[config.mk]
export PLATFORM = sky130hd
export DESIGN_NAME = mul_div_unit
export DESIGN_NICKNAME = d
export VERILOG_FILES = /design/src/rtl/mul_div_unit.sv
export SDC_FILE = /design/constraint.sdc
export NUM_CORES = 1
export LEC_CHECK = 0
export CAP_MARGIN = 10
export CORE_ASPECT_RATIO = 0.7
export CORE_MARGIN = 10
export CORE_UTILIZATION = 45
export CTS_CLUSTER_DIAMETER = 200
export DETAILED_ROUTE_END_ITERATION = 10
export DONT_BUFFER_PORTS = 1
export PLACE_DENSITY_LB_ADDON = 0.25
export SLEW_MARGIN = 30
export SYNTH_ARGS = -nofsm -noshare
export SYNTH_HDL_FRONTEND = slang
export SYNTH_SLANG_ARGS = --single-unit
[constraint.sdc]
create_clock -name clk -period 3.4 [get_ports clk]
set_clock_uncertainty 0.2 [all_clocks]
set_input_delay 0 -clock clk [delete_from_list [all_inputs] [get_ports clk]]
set_output_delay 0 -clock clk [all_outputs]
set_load 0.02 [all_outputs]
[src/rtl/mul_div_unit.sv]
// mul_div_unit: iterative radix-2 RV32M/RV64M multiply/divide execute unit.
// One operation in flight; result returned over a valid/ready handshake.
// Optional build macro MULDIV_EARLY_OUT_EN: divide-by-zero, signed overflow
// and multiply-by-zero skip the iteration and land in DONE on the accept edge.
module mul_div_unit #(
  parameter int XLEN     = 32,
  parameter int NUM_REGS = 32
) (
  input  logic                        clk,
  input  logic                        rstN,
  input  logic                        flush,
  input  logic                        startValid,
  output logic                        startReady,
  input  logic [2:0]                  funct3,
  input  logic [XLEN-1:0]             rs1Data,
  input  logic [XLEN-1:0]             rs2Data,
  input  logic [$clog2(NUM_REGS)-1:0] rdAddrIn,
  output logic                        resultValid,
  input  logic                        resultReady,
  output logic [XLEN-1:0]             result,
  output logic [$clog2(NUM_REGS)-1:0] rdAddrOut
);

  localparam int CW = $clog2(XLEN);

  typedef enum logic [1:0] {IDLE, CALC, FIX, DONE} state_t;

  state_t state, next_state;

  logic [CW-1:0]               counter;
  logic [2:0]                  op;
  logic [$clog2(NUM_REGS)-1:0] rd;
  logic [XLEN-1:0]             a_reg;
  logic [XLEN-1:0]             opb;
  logic [XLEN-1:0]             hi;
  logic [XLEN-1:0]             lo;
  logic                        neg_a;
  logic                        neg_b;
  logic                        special;
  logic                        div_zero;

  logic                        accept;
  logic                        last_iter;
  logic                        is_div_in;
  logic                        a_signed_in;
  logic                        b_signed_in;
  logic                        neg_a_in;
  logic                        neg_b_in;
  logic [XLEN-1:0]             mag_a_in;
  logic [XLEN-1:0]             mag_b_in;
  logic                        div_zero_in;
  logic                        ovf_in;
  logic                        early_in;
  logic [XLEN:0]               mul_sum;
  logic [XLEN:0]               shifted;
  logic [2*XLEN-1:0]           product;
  logic [2*XLEN-1:0]           product_fix;
  logic [XLEN-1:0]             quo_fix;
  logic [XLEN-1:0]             rem_fix;
  logic [XLEN-1:0]             fix_value;

  // Architectural results for divide-by-zero, signed overflow and zero product
  function automatic logic [XLEN-1:0] special_value(input logic [2:0] f,
                                                    input logic [XLEN-1:0] a,
                                                    input logic dz);
    if (!f[2])
      return '0;
    else if (dz)
      return f[1] ? a : '1;
    else
      return f[1] ? '0 : a;
  endfunction

  assign startReady  = (state == IDLE);
  assign resultValid = (state == DONE);
  assign accept      = startValid && startReady;
  assign last_iter   = (counter == CW'(XLEN - 1));

  // Decode the incoming request: signedness, operand magnitudes, special cases
  always_comb begin
    is_div_in   = funct3[2];
    a_signed_in = (funct3 == 3'd1) || (funct3 == 3'd2) || (funct3 == 3'd4) || (funct3 == 3'd6);
    b_signed_in = (funct3 == 3'd1) || (funct3 == 3'd4) || (funct3 == 3'd6);
    neg_a_in    = a_signed_in && rs1Data[XLEN-1];
    neg_b_in    = b_signed_in && rs2Data[XLEN-1];
    mag_a_in    = neg_a_in ? -rs1Data : rs1Data;
    mag_b_in    = neg_b_in ? -rs2Data : rs2Data;
    div_zero_in = is_div_in && (rs2Data == '0);
    ovf_in      = is_div_in && !funct3[0] && (rs1Data == {1'b1, {(XLEN-1){1'b0}}})
                  && (rs2Data == '1);
`ifdef MULDIV_EARLY_OUT_EN
    early_in    = div_zero_in || ovf_in || (!is_div_in && ((rs1Data == '0) || (rs2Data == '0)));
`else
    early_in    = 1'b0;
`endif
  end

  // One iteration step for each algorithm plus the final sign correction
  always_comb begin
    mul_sum     = {1'b0, hi} + (lo[0] ? {1'b0, opb} : {(XLEN+1){1'b0}});
    shifted     = {hi, lo[XLEN-1]};
    product     = {hi, lo};
    product_fix = (neg_a ^ neg_b) ? -product : product;
    quo_fix     = (neg_a ^ neg_b) ? -lo : lo;
    rem_fix     = neg_a ? -hi : hi;
    fix_value   = '0;
    if (special)
      fix_value = special_value(op, a_reg, div_zero);
    else if (op[2])
      fix_value = op[1] ? rem_fix : quo_fix;
    else if (op[1:0] == 2'd0)
      fix_value = product_fix[XLEN-1:0];
    else
      fix_value = product_fix[2*XLEN-1:XLEN];
  end

  // State register
  always_ff @(posedge clk or negedge rstN) begin
    if (!rstN)
      state <= IDLE;
    else
      state <= next_state;
  end

  // Next-state logic; flush overrides accept and the result handshake
  always_comb begin
    next_state = state;
    case (state)
      IDLE:    if (accept) next_state = early_in ? DONE : CALC;
      CALC:    if (last_iter) next_state = FIX;
      FIX:     next_state = DONE;
      DONE:    if (resultReady) next_state = IDLE;
      default: next_state = IDLE;
    endcase
    if (flush)
      next_state = IDLE;
  end

  // Operand capture, shift-add / restoring-divide iterations and result register
  always_ff @(posedge clk or negedge rstN) begin
    if (!rstN) begin
      counter   <= '0;
      op        <= '0;
      rd        <= '0;
      a_reg     <= '0;
      opb       <= '0;
      hi        <= '0;
      lo        <= '0;
      neg_a     <= 1'b0;
      neg_b     <= 1'b0;
      special   <= 1'b0;
      div_zero  <= 1'b0;
      result    <= '0;
      rdAddrOut <= '0;
    end else if (flush) begin
      counter <= '0;
    end else begin
      case (state)
        IDLE: begin
          if (accept) begin
            counter  <= '0;
            op       <= funct3;
            rd       <= rdAddrIn;
            a_reg    <= rs1Data;
            neg_a    <= neg_a_in;
            neg_b    <= neg_b_in;
            special  <= div_zero_in || ovf_in;
            div_zero <= div_zero_in;
            hi       <= '0;
            lo       <= is_div_in ? mag_a_in : mag_b_in;
            opb      <= is_div_in ? mag_b_in : mag_a_in;
            if (early_in) begin
              result    <= special_value(funct3, rs1Data, div_zero_in);
              rdAddrOut <= rdAddrIn;
            end
          end
        end
        CALC: begin
          counter <= counter + CW'(1);
          if (op[2]) begin
            if (shifted >= {1'b0, opb}) begin
              hi <= XLEN'(shifted - {1'b0, opb});
              lo <= {lo[XLEN-2:0], 1'b1};
            end else begin
              hi <= shifted[XLEN-1:0];
              lo <= {lo[XLEN-2:0], 1'b0};
            end
          end else begin
            hi <= mul_sum[XLEN:1];
            lo <= {mul_sum[0], lo[XLEN-1:1]};
          end
        end
        FIX: begin
          result    <= fix_value;
          rdAddrOut <= rd;
        end
        default: ;
      endcase
    end
  end

endmodule

==> results.yml <==
floorplan:
  die_w_um: 252
  num_rows: 59
  die_area_um2: 46000
  die_h_um: 183
  ios: 116
  coreArea_um2: 37200
  start_util_pct: 45.6
route:
  ant_nets: 0
  firstDrtPassIters: 7
  wl_per_cell_um: 24.6
  routed_wl_um: 75400
  vias: 19300
  drc: 0
  first_iter_violations: 2608
  vias_per_cell: 6.29
worst_setup_path:
  start_kind: "flop"
  end_kind: "flop"
  critPathMaxFanout: 7
  required_ns: 3.60
  critPathKind: "reg2reg"
  arrival_ns: 3.67
synth:
  async_flop_share_pct: 100
  synth-main-ff-cell: "dfrtp_1"
  synth_edf_count: 0
  yosysUniqueCellTypes: 79
  synth.most_common_cell: "nand2_1"
  synth_area_leader_cell: "dfrtp_1"
  ys_seq_elements: 184
  ys_top_cells_by_area: "dfrtp_1 27%, nand2_1 7.3%, o21ai_0 5.9%"
  syn_nets: 2430
  synth_common_cells: "328 x nand2_1, 237 x nor2_1, 200 x o21ai_0, 189 x a21oi_1, 184 x dfrtp_1"
  synth_warnings: 0
  netlist_instances: 2276
  ys_seq_area_share_pct: 27.1
  yosys.area.top_type_share_pct: 27.1
  postSynthAreaPerCell_um2: 7.46
  synth_area_um2: 17000
placed_design:
  io_buffer_count: 0
  dp.cells: 2862
  place_congestion: 1.02
  dp_hpwl_um: 56800
  placed_cell_area_um2: 18900
flow_run:
  drv_cap: 0
grt:
  grt_pass1_vias: 17800
  grt_first_pass_wirelength_um: 112000
  grt_max_degree: 185
  antenna_found_initial: 2
  track_usage_pct: 31.9
  overflow: 0
timing:
  fin_hold_ws_ns: -0.977
  slew_viol_final: 0
  post-route-min-period_ns: 3.46
  max_slew_margin_pct: 50.2
  finalWorstSetupSlack_ns: -0.0634
  tightest_slew_ns: 0.743
  rsz0062_at_grt: "true"
  fmax_mhz: 289
  finalCritPeriodShare_pct: 102
  timing_hold_violations_final: 185
  setup_violations: 3
min_path:
  hold_path_class: "in2async"
cts:
  htreeDepth: 4
  cts_root_buf: "clkbuf_16"
  clock_path_buffers: 2
  path_clk_slew_ns: 0.08
  clk_latency_ns: 0.46
  hold_buffers: 157
  cts_made_buffers: 17
  cts_sinks: 184
  cts_tree: "built"
power:
  power.switching_mw: 14.2
  swShare_pct: 53.3
  max-vdd-ir-drop_mv: 0.649
  power_frac_comb_pct: 75.2
  power_density_nw_per_um2: 1230
  p_clk_share_pct: 7.7
  p_leak_nw: 9.65
  internal_power_mw: 12.4
  p_seq_share_pct: 17.1
final_layout:
  n_fill_cell: 3467
  fin_util_pct: 58.2
  fin_nets: 2717
  instances_no_fill: 3065
  final_cell_area_um2: 21700
  drive_gt1_share_pct: 16.9
  area_growth_pct: 27.6
status:
  run_status: "complete, but fails checks"
  violations: "hold timing, setup timing"
## power by group through the flow
stage,clock network [mW],logic (mW),registers (mW)
after global placement,0,17.9,4.45
after CTS,2.07,18.7,4.44
final,2.05,20.0,4.54
after floorplan,0,11.3,4.04
after detailed placement,0,18.0,4.47
after global routing,2.15,21.4,4.61
## metal layers
metal	track usage, %	vias to the layer above	wire length, um	part of all wire [%]
met5	0	-	41	0.054
met4	6.36	6	1510	2.0
met3	9.68	125	10100	13
met2	44.0	1179	30000	40
met1	47.5	9251	33800	45
li1	-	8704	-	-
## metrics by stage
step / power, mW / worst slack [ns] / TNS [ns] / hold slack [ns]
finish: 26.6 / -0.0634 / -0.143 / -0.977
global route: 28.1 / -0.140 / -1.08 / -0.999
CTS: 25.2 / -0.00535 / -0.00780 / -0.987
detailed placement: 22.4 / -0.361 / -2.41 / -0.488
global placement: 22.3 / -0.324 / -1.61 / -0.488
floorplan: 15.3 / 0.110 / 0 / -0.496
## placed cells by master (no fill, tap or decap), drive strengths merged, types with 77 or more instances in the layout
cell | synthesis | layout
o21ai | 204 | 204
nor2 | 237 | 237
dlygate4sd3 | 0 | 155
a21oi | 189 | 189
inv | 71 | 77
xnor2 | 106 | 106
dfrtp | 184 | 184
buf | 17 | 269
xor2 | 85 | 85
nand2 | 328 | 328
## logic make-up (layout without fill, tap and decap cells)
kind of cell / count (synthesis) / in the layout / share of synthesized area [%]
AOI/OAI and AO/OA: 692 / 692 / 25.4
xor gates and xnor gates: 191 / 191 / 9.85
adders and majority gates: 77 / 77 / 5.76
buffers and inverters: 228 / 528 / 5.11
DFF: 184 / 184 / 27.1
muxes: 75 / 75 / 4.61
other: 0 / 1 / 0
and+or+nand+nor: 829 / 829 / 22.2
## area by class of cell
cell class	count	area, um2	share of cell area, %
sequential	184	4610	21.3
clock inverter	15	155	0.716
timing repair buffer	424	3610	16.7
tap	488	611	2.82
clock buffer	17	425	1.96
multi-input combinational	1864	12000	55.3
inverter	72	275	1.27
antenna	1	2.50	0.0116
## critical path: stages (launching register included)
cell	delay [ns]
dfrtp_1	0.43
ha_1	0.37
and3_4	0.23
and4_4	0.24
nand2_1	0.10
or4_1	0.47
o311a_1	0.21
buf_4	0.17
nand2_1	0.14
buf_4	0.22
buf_4	0.15
nand2_1	0.06
a31oi_1	0.24
a22o_1	0.17
## final timing paths
path	start	to	slack, ns	depth (start not counted)
setup / recovery	hi[17]	hi[8]	-0.06	13
hold / removal	rstN	a_reg[1]	-0.98	0
setup reg to reg	hi[17]	hi[8]	-0.06	13
hold reg to reg	rd[0]	rdAddrOut[0]	0.28	2
max in group asynchronous	rstN	hi[7]	3.57	0
min in group clk	funct3[2]	opb[31]	-0.02	5
## repair_timing
| action | 4_1_cts | 5_1_grt |
|---|---|---|
| cloned | 0 | 0 |
| gates resized for setup | 28 | 77 |
| pin swaps | 6 | 27 |
| setup endpoints to repair | 29 | 43 |
| hold endpoints to repair | 327 | 184 |
| buffers inserted | 4 | 11 |
No activity file was read; power rests on OpenSTA's default activity.
